`src/rtl/instruction_fetch.sv`:
```
// rtl/instruction_fetch.sv - fetch stage: PC owner, imem address driver, 2-entry {pc, instr} queue
//
// Ports:
//   fetch_clk, fetch_rst_n      clock, asynchronous active-low reset
//   fetch_imem_addr             word index into instruction memory (pc[IMEM_ADDR_WIDTH+1:2])
//   fetch_imem_data             registered memory read data, valid one cycle after the address
//   fetch_out_valid/ready       decode handshake; fetch_out_instr/fetch_out_pc are the queue head
//   fetch_redirect_valid/pc     branch/jump redirect; flushes queue and in-flight fetch
//   fetch_misaligned            sticky flag for a redirect target with pc[1:0] != 0 (fetch halted)
//   fetch_cnt_issued/stall      performance counters, present only with FETCH_PERF_CNT_EN defined
module instruction_fetch #(
    parameter int                  PC_WIDTH        = 32,
    parameter int                  IMEM_ADDR_WIDTH = 5,
    parameter logic [PC_WIDTH-1:0] RESET_PC        = 32'h0000_0000
) (
    input  logic                       fetch_clk,
    input  logic                       fetch_rst_n,
    output logic [IMEM_ADDR_WIDTH-1:0] fetch_imem_addr,
    input  logic [31:0]                fetch_imem_data,
    output logic                       fetch_out_valid,
    input  logic                       fetch_out_ready,
    output logic [31:0]                fetch_out_instr,
    output logic [PC_WIDTH-1:0]        fetch_out_pc,
    input  logic                       fetch_redirect_valid,
    input  logic [PC_WIDTH-1:0]        fetch_redirect_pc,
`ifdef FETCH_PERF_CNT_EN
    output logic [31:0]                fetch_cnt_issued,
    output logic [31:0]                fetch_cnt_stall,
`endif
    output logic                       fetch_misaligned
);

    typedef enum logic [1:0] {
        S_IDLE,
        S_RUN,
        S_HALT
    } state_t;

    state_t              state;
    state_t              state_nxt;
    logic [PC_WIDTH-1:0] pc;
    logic [PC_WIDTH-1:0] inflight_pc;
    logic                inflight;
    logic [31:0]         q0_instr;
    logic [31:0]         q1_instr;
    logic [PC_WIDTH-1:0] q0_pc;
    logic [PC_WIDTH-1:0] q1_pc;
    logic [1:0]          count;
    logic                misaligned;

    logic                pop;
    logic                push;
    logic                issue;
    logic [2:0]          occupancy;
    logic [2:0]          limit;

    assign pop       = (count != 2'd0) && fetch_out_ready;
    // A response whose fetch is overtaken by a redirect is dropped, never queued.
    assign push      = inflight && !fetch_redirect_valid;
    assign occupancy = {1'b0, count} + {2'b00, inflight};
    // A pop in this cycle frees a slot, which keeps throughput at one per cycle.
    assign limit     = pop ? 3'd3 : 3'd2;
    assign issue     = (state == S_RUN) && !fetch_redirect_valid && (occupancy < limit);

    assign fetch_imem_addr  = pc[IMEM_ADDR_WIDTH+1:2];
    assign fetch_out_valid  = (count != 2'd0);
    assign fetch_out_instr  = q0_instr;
    assign fetch_out_pc     = q0_pc;
    assign fetch_misaligned = misaligned;

    always_comb begin
        state_nxt = state;
        case (state)
            S_IDLE:  state_nxt = S_RUN;
            S_RUN:   state_nxt = S_RUN;
            S_HALT:  state_nxt = S_HALT;
            default: state_nxt = S_IDLE;
        endcase
        if (fetch_redirect_valid) begin
            state_nxt = (fetch_redirect_pc[1:0] != 2'b00) ? S_HALT : S_RUN;
        end
    end

    always_ff @(posedge fetch_clk or negedge fetch_rst_n) begin
        if (!fetch_rst_n) begin
            state       <= S_IDLE;
            pc          <= RESET_PC;
            inflight    <= 1'b0;
            inflight_pc <= '0;
            q0_instr    <= '0;
            q1_instr    <= '0;
            q0_pc       <= '0;
            q1_pc       <= '0;
            count       <= 2'd0;
            misaligned  <= 1'b0;
        end else begin
            state <= state_nxt;
            if (fetch_redirect_valid) begin
                pc         <= fetch_redirect_pc;
                inflight   <= 1'b0;
                count      <= 2'd0;
                misaligned <= (fetch_redirect_pc[1:0] != 2'b00);
            end else begin
                inflight <= issue;
                if (issue) begin
                    pc          <= pc + PC_WIDTH'(4);
                    inflight_pc <= pc;
                end
                // Shift-register queue: q0 is always the head.
                case ({push, pop})
                    2'b10: begin
                        if (count == 2'd0) begin
                            q0_instr <= fetch_imem_data;
                            q0_pc    <= inflight_pc;
                        end else begin
                            q1_instr <= fetch_imem_data;
                            q1_pc    <= inflight_pc;
                        end
                        count <= count + 2'd1;
                    end
                    2'b01: begin
                        q0_instr <= q1_instr;
                        q0_pc    <= q1_pc;
                        count    <= count - 2'd1;
                    end
                    2'b11: begin
                        if (count == 2'd2) begin
                            q0_instr <= q1_instr;
                            q0_pc    <= q1_pc;
                            q1_instr <= fetch_imem_data;
                            q1_pc    <= inflight_pc;
                        end else begin
                            q0_instr <= fetch_imem_data;
                            q0_pc    <= inflight_pc;
                        end
                    end
                    default: ;
                endcase
            end
        end
    end

`ifdef FETCH_PERF_CNT_EN
    always_ff @(posedge fetch_clk or negedge fetch_rst_n) begin
        if (!fetch_rst_n) begin
            fetch_cnt_issued <= 32'd0;
            fetch_cnt_stall  <= 32'd0;
        end else begin
            if (issue) begin
                fetch_cnt_issued <= fetch_cnt_issued + 32'd1;
            end
            if ((state == S_RUN) && fetch_out_valid && !fetch_out_ready) begin
                fetch_cnt_stall <= fetch_cnt_stall + 32'd1;
            end
        end
    end
`endif

endmodule

```
`config.mk`:
```
export PLATFORM = sky130hd
export DESIGN_NAME = instruction_fetch
export DESIGN_NICKNAME = d
export VERILOG_FILES = /design/src/rtl/instruction_fetch.sv
export SDC_FILE = /design/constraint.sdc
export NUM_CORES = 1
export LEC_CHECK = 0
export CELL_PAD_IN_SITES_DETAIL_PLACEMENT = 1
export CELL_PAD_IN_SITES_GLOBAL_PLACEMENT = 1
export CORE_ASPECT_RATIO = 1.1
export CORE_MARGIN = 3
export CORE_UTILIZATION = 46
export CTS_CLUSTER_DIAMETER = 100
export DETAILED_ROUTE_END_ITERATION = 16
export PLACE_DENSITY_LB_ADDON = 0.1
export SLEW_MARGIN = 0
export SYNTH_ARGS = -nofsm -noshare
export SYNTH_HDL_FRONTEND = slang
export SYNTH_SLANG_ARGS = --single-unit
```
`constraint.sdc`:
```
create_clock -name fetch_clk -period 5.6 [get_ports fetch_clk]
set_input_delay 1.12 -clock fetch_clk [delete_from_list [all_inputs] [get_ports fetch_clk]]
set_output_delay 1.12 -clock fetch_clk [all_outputs]
set_load 0.01 [all_outputs]
```
==> metrics.md, run 1 <==
| Metric | Value |
|---|---|
| CTS Sinks | 198 |
| Clk_lat worst skew | 430 ps |
| Synth Instances | 802 |
| Post-CTS Setup Repair Bufs | 0 |
| Status | completed |
| CP endpoint kind | flip-flop |
| Max-cap violations | 0 |
| FF-to-FF Start | inflight$_DFF_PN0_ |
| Hold-fix buffer count after cts | 0 |
| Skew final | 9.912 ps |
| Slew @ Worst Pin | 1224 ps |
| Antenna Nets Post-Route | 0 |
| Synth Cell Area | 8786 um2 |
| Setup violators final | 0 |
| Cell Rows | 52 |
| Detailed Route WL | 22.19 mm |
| Synth Register Bits | 198 |
| FFs w/ async S/R, synth | 1.000 |
| Grt ovf | 0 |
| Unrepaired setup endpoints after global routing | false |
| CP max FO | 34 |
| Drt via density | 5.524 |
| Main synth FF type | dfrtp_1 |
| CTS tree | done |
| Final Critical Period | 3750 ps |
| Yosys warns | 0 |
| Worst hold path class | flip-flop to flip-flop |
| Slew Limit Headroom | 0.1841 |
| Setup Slack @ Placement | 1444 ps |
| # diodes | 0 |
| Total track usage | 0.2180 |
| Detail Placement HPWL | 15.02 mm |
| Flop2flop setup slack | 2030 ps |
| Final core occ | 0.5883 |
| Vias | 6463 |
| H-tree Lvls | 4 |
| Post-DR wirelength/cell | 18.96 um |
| Iteration-0 DRC Markers | 311 |
| Nets | 985 |
| Required time of the critical path | 5890 ps |
| Final Max Slew Viols | 0 |
| Effective utilization at floorplan | 0.4738 |
| Full die area | 20800 um2 |
| Share of cells above drive strength 1 | 0.1359 |
| Power density cells | 384.3 nW/um2 |
| First-pass GRT wire length | 35.74 mm |
| Drt first pass iters | 4 |
| Max clock buf depth | 2 |
| Share of the yosys chip area belonging to registers | 0.5639 |
| Worst setup margin | 1850 ps |
| Gpl congestion | 0.8387 |
| Syn_nets | 873 |
| Final cycle utilization of the critical path | 0.6696 |
| Leakage power | 5.276 nW |
| Post-synth EDFFs | 0 |
| Placed inst area | 10300 um2 |
| Mean post-synth cell area | 10.96 um2 |
| Height of the die | 150.9 um |
| Unique masters post-synth | 60 |
| I/O pin total | 139 |
| Vias in the first global route | 6920 |
| Core box area | 18540 um2 |
| Crit path launch | fetch_out_ready |
| Clk root buf | clkbuf_16 |
| Synth-to-layout area growth | 24.15% |
| Final Cell Area | 10910 um2 |
| Critical Path AT | 4040 ps |
| DRC violations left | 0 |
| Fmax achieved | 0.2667 GHz |
| Final hold vios | 0 |
| Die width | 137.8 um |
| CP startpoint kind | input pin |
| Resize count post-CTS | 0 |
| Peak VDD IR | 0.0002270 V |
| Setup TNS | 0 ps |
| HP Start | state[0]$_DFF_PN0_ |
| Number of port buffers | 138 |
| Critical path class | input pin to flip-flop |
| Pin count of the biggest net entering global routing | 129 |
| Initial antenna violation count | 0 |
| CTS clock-pin slew for the worst setup and hold paths | 70 ps |
| Layout fillers | 1953 |
| CTS Buf Count | 17 |
sequential cells by signal (all words and copies together), names as in the netlist:
register and cells:
inflight 1, fetch_out_instr 32, fetch_out_pc 32, q1_instr 32, fetch_misaligned 1, pc 32
q1_pc 32, inflight_pc 32, count 2, state 2
worst paths after layout:
kind                                             endpoint  depth (start not counted)
setup / recovery                        pc[2]$_DFFE_PN0P_                          7
hold / removal                         state[1]$_DFF_PN0_                          1
setup reg to reg                        pc[2]$_DFFE_PN0P_                          9
hold reg to reg                        state[1]$_DFF_PN0_                          1
max in group asynchronous  fetch_out_instr[2]$_DFFE_PN0P_                          2
min in group asynchronous  fetch_out_instr[9]$_DFFE_PN0P_                          1
power by group:
group	internal, mW	switching (mW)	total (mW)
clock	0.701	0.546	1.25
combinational	0.542	0.451	0.993
sequential	1.73	0.220	1.95
synthesized netlist by cell type (6+ instances only):
cell | n | share of area
dfrtp_1 | 198 | 0.56
nand2_1 | 121 | 0.052
nor2_1 | 74 | 0.032
a21oi_1 | 70 | 0.040
mux2_2 | 68 | 0.087
mux2i_1 | 67 | 0.076
clkbuf_1 | 27 | 0.012
nand3_1 | 26 | 0.015
buf_2 | 16 | 0.0091
o21ai_0 | 16 | 0.0091
inv_1 | 10 | 0.0043
nand4_1 | 10 | 0.0071
nor3_1 | 8 | 0.0046
o211ai_1 | 7 | 0.0060
buf_4 | 6 | 0.0051
final cells by class:
| type | instances | area [um2] | area share |
|---|---|---|---|
| Sequential cell | 198 | 4955 | 0.4542 |
| Inverter | 11 | 41.29 | 0.003785 |
| Clock buffer | 20 | 466.7 | 0.04278 |
| Tap cell | 243 | 304.0 | 0.02787 |
| Clock inverter | 12 | 143.9 | 0.01319 |
| Multi-Input combinational cell | 541 | 3565 | 0.3268 |
| Timing Repair Buffer | 145 | 1433 | 0.1313 |
stage by stage:
| stage | hold WS [ps] | power (mW) | instances |
|---|---|---|---|
| final | 466.0 | 4.192 | 1170 |
| after global routing | 486.4 | 4.438 | 1170 |
| after CTS | 467.6 | 4.246 | 1170 |
| after detailed placement | 458.0 | 2.986 | 1138 |
| after global placement | 430.8 | 2.917 | 1138 |
| after floorplan | 412.9 | 2.374 | 802 |
worst max-delay path, stage by stage:
cell and delay, ps:
clkdlybuf4s50_1 550, o21ai_2 140, o21ai_4 570, nand2_1 640, inv_2 690, xnor2_1 200
o21ai_0 110
kinds of logic (layout without fill, tap and decap cells):
family          after synthesis  in the layout  share of synthesized area
fa+ha+maj                     3              3                   0.004273
compound gates              128            128                    0.08972
mux                         135            135                     0.1635
buf+inv                      63            188                    0.03347
flops                       198            198                     0.5639
simple gates                268            268                     0.1381
xor+xnor                      7              7                   0.006978
per-layer routing:
| metal | vias up | wire [um] | GRT usage |
|---|---|---|---|
| li1 | 3027 | - | - |
| met1 | 3274 | 9982 | 0.2915 |
| met2 | 136 | 10960 | 0.3684 |
| met3 | 26 | 886 | 0.03123 |
| met4 | 0 | 356 | 0.06868 |
| met5 | - | 0 | 0 |
cell usage in the layout (no fill, tap or decap), drive strengths merged, types with 19 or more instances in the layout:
| cell type | n |
|---|---|
| mux2i | 67 |
| dfrtp | 198 |
| clkdlybuf4s50 | 136 |
| mux2 | 68 |
| nand3 | 27 |
| clkbuf | 21 |
| nand2 | 122 |
| a21oi | 70 |
| o21ai | 19 |
| nor2 | 75 |
No activity file was read; power rests on OpenSTA's default activity.
==> run 2: changes to the inputs <==
--- a/config.mk
+++ b/config.mk
@@ -9,7 +9,7 @@
 export CELL_PAD_IN_SITES_GLOBAL_PLACEMENT = 1
 export CORE_ASPECT_RATIO = 1.1
 export CORE_MARGIN = 3
-export CORE_UTILIZATION = 46
+export CORE_UTILIZATION = 42
 export CTS_CLUSTER_DIAMETER = 100
 export DETAILED_ROUTE_END_ITERATION = 16
 export PLACE_DENSITY_LB_ADDON = 0.1
==> constraint.sdc (replaced) <==
create_clock -name fetch_clk -period 3.5 [get_ports fetch_clk]
set_input_delay 0.7 -clock fetch_clk [delete_from_list [all_inputs] [get_ports fetch_clk]]
set_output_delay 0.7 -clock fetch_clk [all_outputs]
set_load 0.01 [all_outputs]
==> run 2 against run 1 <==
- setup slack got worse by 1100 ps
- critical path depth rose by 2
- wire length fell by 0.92%
- via count rose by 0.39%
- largest cell class unchanged
- non-clock buffer count rose by 7
- hold slack got worse by 200 ps
==> metrics.md, run 2 (synthesis gave the netlist of run 1 again) <==
| Metric | Value |
|---|---|
| Total chip power | 6.812 mW (+62%) |
| Post-DR wirelength/cell | 18.53 um (-2.3%) |
| Detailed Route WL | 21.98 mm (-0.92%) |
| Required time of the critical path | 3850 ps (-2040 ps) |
| Vias | 6488 (+0.39%) |
| CTS clock-pin slew for the worst setup and hold paths | 70 ps (about the same) |
| Iteration-0 DRC Markers | 278 (-11%) |
| Skew final | 10.14 ps (+0.2267 ps) |
| Effective utilization at floorplan | 0.4349 (-0.03891) |
| # diodes | 0 (unchanged) |
| Slew Limit Headroom | 0.3106 (+0.1265) |
| DRC violations left | 0 (unchanged) |
| Most common library cell in the layout ignoring fill and taps | dfrtp_1 |
| Worst Reg-to-Reg Cells | 9 (unchanged) |
| Die width | 143.9 um (+4.4%) |
| Most frequent cells in the layout | dfrtp_1 (198), clkdlybuf4s50_1 (136), nand2_1 (121), nor2_1 (74), a21oi_1 (69) |
| Vias in the first global route | 6918 (-0.029%) |
| Hold-fix buffer count after cts | 0 (unchanged) |
| Flop2flop setup slack | 770 ps (-1260 ps) |
| Layout fillers | 2159 (+11%) |
| Peak VDD IR | 0.0003601 V (+59%) |
| I/O pin total | 139 (unchanged) |
| Final hold vios | 0 (unchanged) |
| Max clock buf depth | 2 (unchanged) |
| Final Critical Period | 2731 ps |
| Synth-to-layout area growth | 25.59% |
| Setup TNS | 0 ps (unchanged) |
| Power density cells | 617.3 nW/um2 (+61%) |
| CTS Sinks | 198 (unchanged) |
| Final core occ | 0.5462 (-0.04206) |
| Setup violators final | 0 (unchanged) |
| Detail Placement HPWL | 14.94 mm (-0.56%) |
| Clk root buf | clkbuf_16 |
| Max-cap violations | 0 (unchanged) |
| Final cycle utilization of the critical path | 0.7802 |
| Grt ovf | 0 (unchanged) |
| Gpl congestion | 0.8578 (+2.3%) |
| Core box area | 20200 um2 (+8.9%) |
| Post-CTS Setup Repair Bufs | 0 (unchanged) |
| Height of the die | 157.7 um (+4.5%) |
| Fmax achieved | 0.3662 GHz |
| CTS tree | done |
| Number of port buffers | 138 (unchanged) |
| Status | completed |
| Drt first pass iters | 4 (unchanged) |
| Final Max Slew Viols | 0 (unchanged) |
| Share of cells above drive strength 1 | 0.1413 (+0.005405) |
| Full die area | 22690 um2 (+9.1%) |
| Cell Rows | 54 (+3.8%) |
| H-tree Lvls | 4 (unchanged) |
| CP max FO | 34 (unchanged) |
| Critical Path AT | 3080 ps (-960 ps) |
| CP startpoint kind | flip-flop |
| Setup Slack @ Placement | 390.7 ps (-1053 ps) |
| First-pass GRT wire length | 36.33 mm (+1.7%) |
| Slew @ Worst Pin | 1034 ps (-189.7 ps) |
| Total track usage | 0.2008 (-0.01720) |
| CP endpoint kind | flip-flop |
| Resize count post-CTS | 0 (unchanged) |
| Clk_lat worst skew | 430 ps (about the same) |
| Initial antenna violation count | 0 (unchanged) |
| Worst hold path class | input pin to async pin |
| Antenna Nets Post-Route | 0 (unchanged) |
| Nets | 992 (+0.71%) |
| Worst setup margin | 769.4 ps (-1081 ps) |
| CTS Buf Count | 17 (unchanged) |
| Critical path class | flip-flop to flip-flop |
| Drt via density | 5.470 (-0.97%) |
| Pin count of the biggest net entering global routing | 129 (unchanged) |
| Leakage power | 5.334 nW (+1.1%) |
| Unrepaired setup endpoints after global routing | false |
-- run 2: cell types whose count changed in the layout (fill, tap and decap cells not counted), sizes merged --
cell and delta:
clkinvlp -1, clkbuf -1, bufinv +2, buf +7
inv +2, clkinv -2
-- run 2: stage by stage --
| step | instance area [um2] | cells | hold slack, ps |
|---|---|---|---|
| 2_1_floorplan | 8786 | 802 | 404.4 |
| 5_1_grt | 11030 | 1186 | 305.8 |
| 6_report | 11030 | 1186 | 265.0 |
| 3_3_place_gp | 10400 | 1154 | 430.1 |
| 4_1_cts | 11030 | 1186 | 291.9 |
| 3_5_place_dp | 10400 | 1154 | 451.0 |
-- run 2: path summary, 6_finish.rpt --
path	start	end
max	inflight$_DFF_PN0_	pc[17]$_DFFE_PN0P_
min	fetch_rst_n	q1_instr[13]$_DFFE_PN0P_
max reg2reg	inflight$_DFF_PN0_	pc[17]$_DFFE_PN0P_
min reg2reg	state[0]$_DFF_PN0_	state[1]$_DFF_PN0_
max in group asynchronous	fetch_rst_n	q1_instr[17]$_DFFE_PN0P_
min in group fetch_clk	state[0]$_DFF_PN0_	state[1]$_DFF_PN0_
-- run 2: routing by layer --
| metal | vias to the layer above | track usage | share of wire |
|---|---|---|---|
| met1 | 3269 | 0.2759 | 0.46 |
| met3 | 16 | 0.03716 | 0.042 |
| met4 | 0 | 0.04753 | 0.0092 |
| met2 | 157 | 0.3326 | 0.49 |
| met5 | - | 0 | 0 |
| li1 | 3046 | - | - |
-- run 2: final cells by class --
class	count	area, um2	area share
sequential	198	4955	0.4490
clock inverter	13	192.7	0.01746
tap	252	315.3	0.02857
multi-input combinational	541	3565	0.3231
clock buffer	19	442.9	0.04014
inverter	11	41.29	0.003742
timing repair buffer	152	1523	0.1380
-- run 2: power breakdown --
part	leakage, nW	switching, mW	total [mW]	internal [mW]
Combinational	2.56	0.703	1.58	0.872
Clock	0.305	0.887	2.11	1.23
Sequential	2.47	0.349	3.12	2.77
Total	5.33	1.94	6.81	4.87
-- run 2: worst max-delay path, stage by stage (launching register included) --
cell and delay [ps]:
dfrtp_1 460, ha_1 250, ha_1 200, nor3b_2 160, buf_4 230, and2_1 170, nand2_1 270, inv_2 580
a21oi_1 140, o211ai_1 200
==> run 3: changes to the inputs <==
==> constraint.sdc (replaced) <==
create_clock -name fetch_clk -period 2.9 [get_ports fetch_clk]
set_input_delay 0.58 -clock fetch_clk [delete_from_list [all_inputs] [get_ports fetch_clk]]
set_output_delay 0.58 -clock fetch_clk [all_outputs]
set_load 0.01 [all_outputs]
==> run 3 against run 2 <==
- via count is 0.40% higher
- final area is 0.57% higher
- setup slack worse by 360 ps
- fmax is 9.6% higher
- clock skew is 1.4 ps higher
- sequential power is 21% higher
- sequential cell count stayed put
- power is 19% higher
- clock power is 14% higher
- core utilization is 0.31 points higher
- die area stayed put
- largest power group unchanged
- highest routed layer unchanged
==> metrics.md, run 3 (synthesis gave the netlist of run 1 again) <==
| Metric | Value |
|---|---|
| Power density cells | 730.3 nW/um2 (+18%) |
| I/O pin total | 139 (unchanged) |
| CTS clock-pin slew for the worst setup and hold paths | 80 ps (about the same) |
| CP endpoint kind | flip-flop |
| Required time of the critical path | 3250 ps (-600 ps) |
| Initial antenna violation count | 0 (unchanged) |
| Uppermost layer routed | met4 |
| Final Critical Period | 2492 ps (-238.8 ps) |
| Post-DR wirelength/cell | 18.83 um (+1.6%) |
| # diodes | 0 (unchanged) |
| Peak VDD IR | 0.0004159 V (+15%) |
| Fmax achieved | 0.4013 GHz (+9.6%) |
| CTS Sinks | 198 (unchanged) |
| Placed inst area | 10500 um2 (+0.94%) |
| Vias | 6514 (+0.40%) |
| CP max FO | 26 (-24%) |
| Full die area | 22690 um2 (unchanged) |
| Die width | 143.9 um (unchanged) |
| Max clock buf depth | 2 (unchanged) |
| Skew final | 11.51 ps (+1.373 ps) |
| Leakage power | 5.374 nW (+0.76%) |
| Flop2flop setup slack | 410 ps (-360 ps) |
| First-pass GRT wire length | 36.82 mm (+1.3%) |
| Slew Limit Headroom | 0.6163 (+0.3057) |
| FF-to-FF Start | inflight$_DFF_PN0_ |
| Detail Placement HPWL | 15.63 mm (+4.6%) |
| Pin count of the biggest net entering global routing | 129 (unchanged) |
| Cell Rows | 54 (unchanged) |
| Total track usage | 0.2029 (+0.002076) |
| Nets | 1000 (+0.81%) |
| Clk_lat worst skew | 430 ps (about the same) |
| Crit path capture | inflight_pc[6]$_DFFE_PN0P_ |
| Wl on met1 | 10.29 mm (+1.4%) |
| Detailed Route WL | 22.47 mm (+2.2%) |
| Critical Path AT | 2840 ps (-240 ps) |
| Grt ovf | 0 (unchanged) |
| CTS Buf Count | 17 (unchanged) |
| R2r endpoint | inflight_pc[6]$_DFFE_PN0P_ |
| Number of port buffers | 138 (unchanged) |
| Post-CTS Setup Repair Bufs | 0 (unchanged) |
| Final hold vios | 0 (unchanged) |
| Resize count post-CTS | 0 (unchanged) |
| Final Cell Area | 11100 um2 (+0.57%) |
| Unrepaired setup endpoints after global routing | false |
| Most frequent cells in the layout | dfrtp_1 (198), clkdlybuf4s50_1 (136), nand2_1 (121), nor2_1 (74), a21oi_1 (69) |
| Core box area | 20200 um2 (unchanged) |
| Final Max Slew Viols | 0 (unchanged) |
| Antenna Nets Post-Route | 0 (unchanged) |
| Routed wl met3 | 906 um (-1.8%) |
| Crit path launch | inflight$_DFF_PN0_ |
| Setup violators final | 0 (unchanged) |
| Share of cells above drive strength 1 | 0.1488 (+0.007450) |
| H-tree Lvls | 4 (unchanged) |
| Hold-fix buffer count after cts | 0 (unchanged) |
| Slew @ Worst Pin | 570.8 ps (-463.3 ps) |
| CP startpoint kind | flip-flop |
| Critical path class | flip-flop to flip-flop |
| Final cycle utilization of the critical path | 0.8592 (+0.07908) |
| Drt first pass iters | 4 (unchanged) |
| Max-cap violations | 0 (unchanged) |
| Setup TNS | 0 ps (unchanged) |
| Worst Reg-to-Reg Cells | 9 (unchanged) |
| Worst hold slack | 114.6 ps (-150.4 ps) |
| Synth-to-layout area growth | 26.30% |
| Clk root buf | clkbuf_16 |
| Worst hold path class | input pin to async pin |
| Height of the die | 157.7 um (unchanged) |
| Detail Route met2 WL | 10.99 mm (+2.6%) |
| Most common library cell in the layout ignoring fill and taps | dfrtp_1 |
| DRC violations left | 0 (unchanged) |
| Iteration-0 DRC Markers | 352 (+27%) |
| Drt via density | 5.460 (-0.19%) |
| Gpl congestion | 0.8986 (+4.8%) |
| CTS tree | done |
| Vias in the first global route | 7018 (+1.4%) |
| Total chip power | 8.104 mW (+19%) |
| Effective utilization at floorplan | 0.4349 (unchanged) |
| Status | completed |
[run 3: changes by cell type in the layout (fill, tap and decap cells not counted), sizes merged]
cell	change
buf	+8
clkbuf	-1
bufinv	-2
inv	+2
[run 3: cell type report]
class,count,area (um2)
inverter,11,41.29
timing repair buffer,160,1620
sequential,198,4955
multi-input combinational,541,3565
clock buffer,18,439.2
fill,2141,9105
clock inverter,13,161.4
tap,252,315.3
[run 3: worst max-delay path, stage by stage (launching register included)]
cell     delay [ps]
dfrtp_1         460
ha_1            240
ha_1            190
nor3b_2         190
and2_1          180
nand2_1         230
inv_2           470
buf_4           250
nand2_1          90
nand2_1         100
[run 3: how the worst min path moves through the flow]
| stage | startpoint | endpoint | slack [ps] | cells past startpoint |
|---|---|---|---|---|
| floorplan | fetch_rst_n | count[0]$_DFFE_PN0P_ | 280 | 0 |
| global placement | state[0]$_DFF_PN0_ | state[1]$_DFF_PN0_ | 430 | 1 |
| detailed placement | state[0]$_DFF_PN0_ | state[1]$_DFF_PN0_ | 450 | 1 |
| CTS | fetch_rst_n | q1_instr[10]$_DFFE_PN0P_ | 130 | 1 |
| global route | fetch_rst_n | q1_instr[10]$_DFFE_PN0P_ | 130 | 1 |
| finish | fetch_rst_n | q1_instr[10]$_DFFE_PN0P_ | 110 | 1 |
[run 3: power breakdown]
| group | internal (mW) | total [mW] | switching (mW) |
|---|---|---|---|
| combinational | 1.06 | 1.93 | 0.866 |
| sequential | 3.35 | 3.77 | 0.422 |
| clock | 1.32 | 2.41 | 1.09 |
[run 3: routing by layer]
| metal | up-vias | track usage |
|---|---|---|
| met5 | - | 0 |
| li1 | 3055 | - |
| met1 | 3313 | 0.2745 |
| met2 | 129 | 0.3399 |
| met4 | 0 | 0.04574 |
| met3 | 17 | 0.03988 |
[run 3: per-stage QoR]
stage | utilization | setup WS (ps) | cells
final | 0.5493 | 408.2 | 1193
after global routing | 0.5493 | 260.4 | 1193
after CTS | 0.5493 | 393.3 | 1193
after detailed placement | 0.5196 | 255.5 | 1162
after global placement | 0.5196 | 375.1 | 1162
after floorplan | - | 808.9 | 802
==> patch (config.mk and constraints of run 1) <==
Change the parameter `PC_WIDTH` from 32 to 64.
--- a/src/rtl/instruction_fetch.sv
+++ b/src/rtl/instruction_fetch.sv
@@ -10,5 +10,5 @@
 //   fetch_cnt_issued/stall      performance counters, present only with FETCH_PERF_CNT_EN defined
 module instruction_fetch #(
-    parameter int                  PC_WIDTH        = 32,
+    parameter int                  PC_WIDTH        = 64,
     parameter int                  IMEM_ADDR_WIDTH = 5,
     parameter logic [PC_WIDTH-1:0] RESET_PC        = 32'h0000_0000
Interface: changed (resized fetch_out_pc and fetch_redirect_pc); port bits go from 139 to 203. The function was not compared with the original's and may differ.
==> patch against run 1 <==
- sequential cell count up 128
- highest routed layer unchanged
- worst setup slack better by 0.30 ns
- largest cell class unchanged
- total power up 79%
- routed wire length up 82%
- combinational power up 60%
- design area up 69%
- core utilization down 0.28 points
- synthesized area up 68%
==> patch: results (changes against run 1) <==
[route]
drt-wirelength-per-cell_um = 19.9  ; +4.9%
route.met3.wl_um = 1840  ; +110%
vias = 11418  ; +77%
top_layer = met4
drt-met1-wl_um = 17800  ; +78%
drtIter0Drc = 514  ; +65%
drt-pass1-iter-count = 5  ; +1
via_per_inst = 5.64  ; +2.0%

[critical_path]
r2r_setup_slack_ns = 2.50  ; +0.47 ns
worstReg2RegStart = pc[4]
path_max_fanout = 33  ; -2.9%
worstReg2RegEnd = pc[31]
worstRegToRegCells = 5  ; -4

[yosys]
synthCells = 1413  ; +76%
synth_area_leaders = dfrtp_1 55%, mux2_2 7.5%, mux2i_1 7.2%
synth_common_cells = 326 x dfrtp_1, 245 x nand2_1, 136 x nor2_1, 108 x a21oi_1, 106 x mux2i_1

[hold_path]
hold_end = inflight_pc[0]
min_from = pc[0]
hold_depth = 2  ; +1

[global_routing]
grt_max_degree = 114  ; -12%
grt.total_usage = 0.233  ; +0.0150
met3_usage = 0.0329  ; +0.00167
use_met1 = 0.315  ; +0.0239
grt_pass1_vias = 12180  ; +76%
grt_pass1_wl_um = 65400  ; +83%
use_met2 = 0.397  ; +0.0286

[place]
gp_congestion = 0.871  ; +3.8%
dp_cells = 1961  ; +72%
place_hpwl_um = 26800  ; +78%
place_area_um2 = 17100  ; +66%
port_buffers = 202  ; +46%

[clocking]
cts_inserted_buffers = 36  ; +19
h-tree-depth = 2  ; -2
clk_latency_ns = 0.52  ; +0.09 ns

[power]
ir_worst_vdd_v = 0.000268  ; +18%

[final_layout]
num-fill-cells = 3321  ; +70%
nets = 1682  ; +71%
drive_gt1_frac = 0.126  ; -0.0101

[sta]
finClkSkew_ns = 0.0127  ; +0.00280 ns
max_slew_margin = 0.165  ; -0.0196

[outcome]
run_status = finished, final reports clean

[patch: changes by cell type after synthesis, moves of 13 or more]
| cell | before | now |
|---|---|---|
| a21oi_1 | 70 | 108 |
| buf_2 | 16 | 29 |
| clkbuf_1 | 27 | 48 |
| dfrtp_1 | 198 | 326 |
| mux2_2 | 68 | 98 |
| mux2i_1 | 67 | 106 |
| nand2_1 | 121 | 245 |
| nand4_1 | 10 | 28 |
| nor2_1 | 74 | 136 |
| nor2b_1 | 3 | 16 |
| o21ai_0 | 16 | 49 |
[patch: cell type report]
cell class / instances / area (um^2) / area share
Clock buffer: 50 / 1100 / 0.0593
Clock inverter: 15 / 262 / 0.0141
Inverter: 10 / 37.5 / 0.00203
Multi-Input combinational cell: 986 / 6230 / 0.337
Sequential cell: 326 / 8160 / 0.441
Tap cell: 420 / 526 / 0.0284
Timing Repair Buffer: 219 / 2180 / 0.118
[patch: power groups by stage]
stage                     Clock [W]  Sequential (W)  Combinational, W
final                       0.00266         0.00324           0.00159
after global routing        0.00281         0.00331           0.00176
after CTS                   0.00272         0.00325           0.00163
after detailed placement          0         0.00328           0.00160
after global placement            0         0.00325           0.00155
after floorplan                   0         0.00330          0.000626
[patch: worst max path at each step]
| stage | cells past startpoint | to | slack, ns |
|---|---|---|---|
| after detailed placement | 9 | pc[59] | 1.69 |
| after global routing | 9 | pc[59] | 1.97 |
| after global placement | 9 | pc[59] | 1.82 |
| final | 9 | pc[59] | 2.15 |
| after floorplan | 7 | pc[62] | 3.07 |
| after CTS | 9 | pc[59] | 2.19 |
[patch: cells by family (layout without fill, tap and decap cells)]
group / Yosys count / in the layout / share of synthesized area
and+or+nand+nor: 547 / 547 / 0.174
adders and majority gates: 3 / 3 / 0.00254
AOI/OAI and AO/OA: 229 / 229 / 0.0939
xor gates and xnor gates: 3 / 3 / 0.00178
buffers and inverters: 101 / 294 / 0.0300
DFF: 326 / 326 / 0.551
muxes: 204 / 204 / 0.146
[patch: through the flow]
| stage | hold slack [ns] | power, W | util | setup slack [ns] |
|---|---|---|---|---|
| after floorplan | 0.435 | 0.00393 | - | 3.07 |
| after global placement | 0.451 | 0.00480 | 0.542 | 1.82 |
| after detailed placement | 0.460 | 0.00488 | 0.542 | 1.69 |
| after CTS | 0.475 | 0.00760 | 0.586 | 2.19 |
| after global routing | 0.504 | 0.00788 | 0.586 | 1.97 |
| final | 0.468 | 0.00749 | 0.586 | 2.15 |
[patch: worst max-delay path: stages]
cell             delay (ns)
clkdlybuf4s50_1        0.53
o21ai_1                0.18
o21ai_2                0.36
nand2_4                0.10
inv_2                  0.46
buf_4                  0.45
nand4_1                0.23
o21ai_0                0.27
o311ai_1               0.12
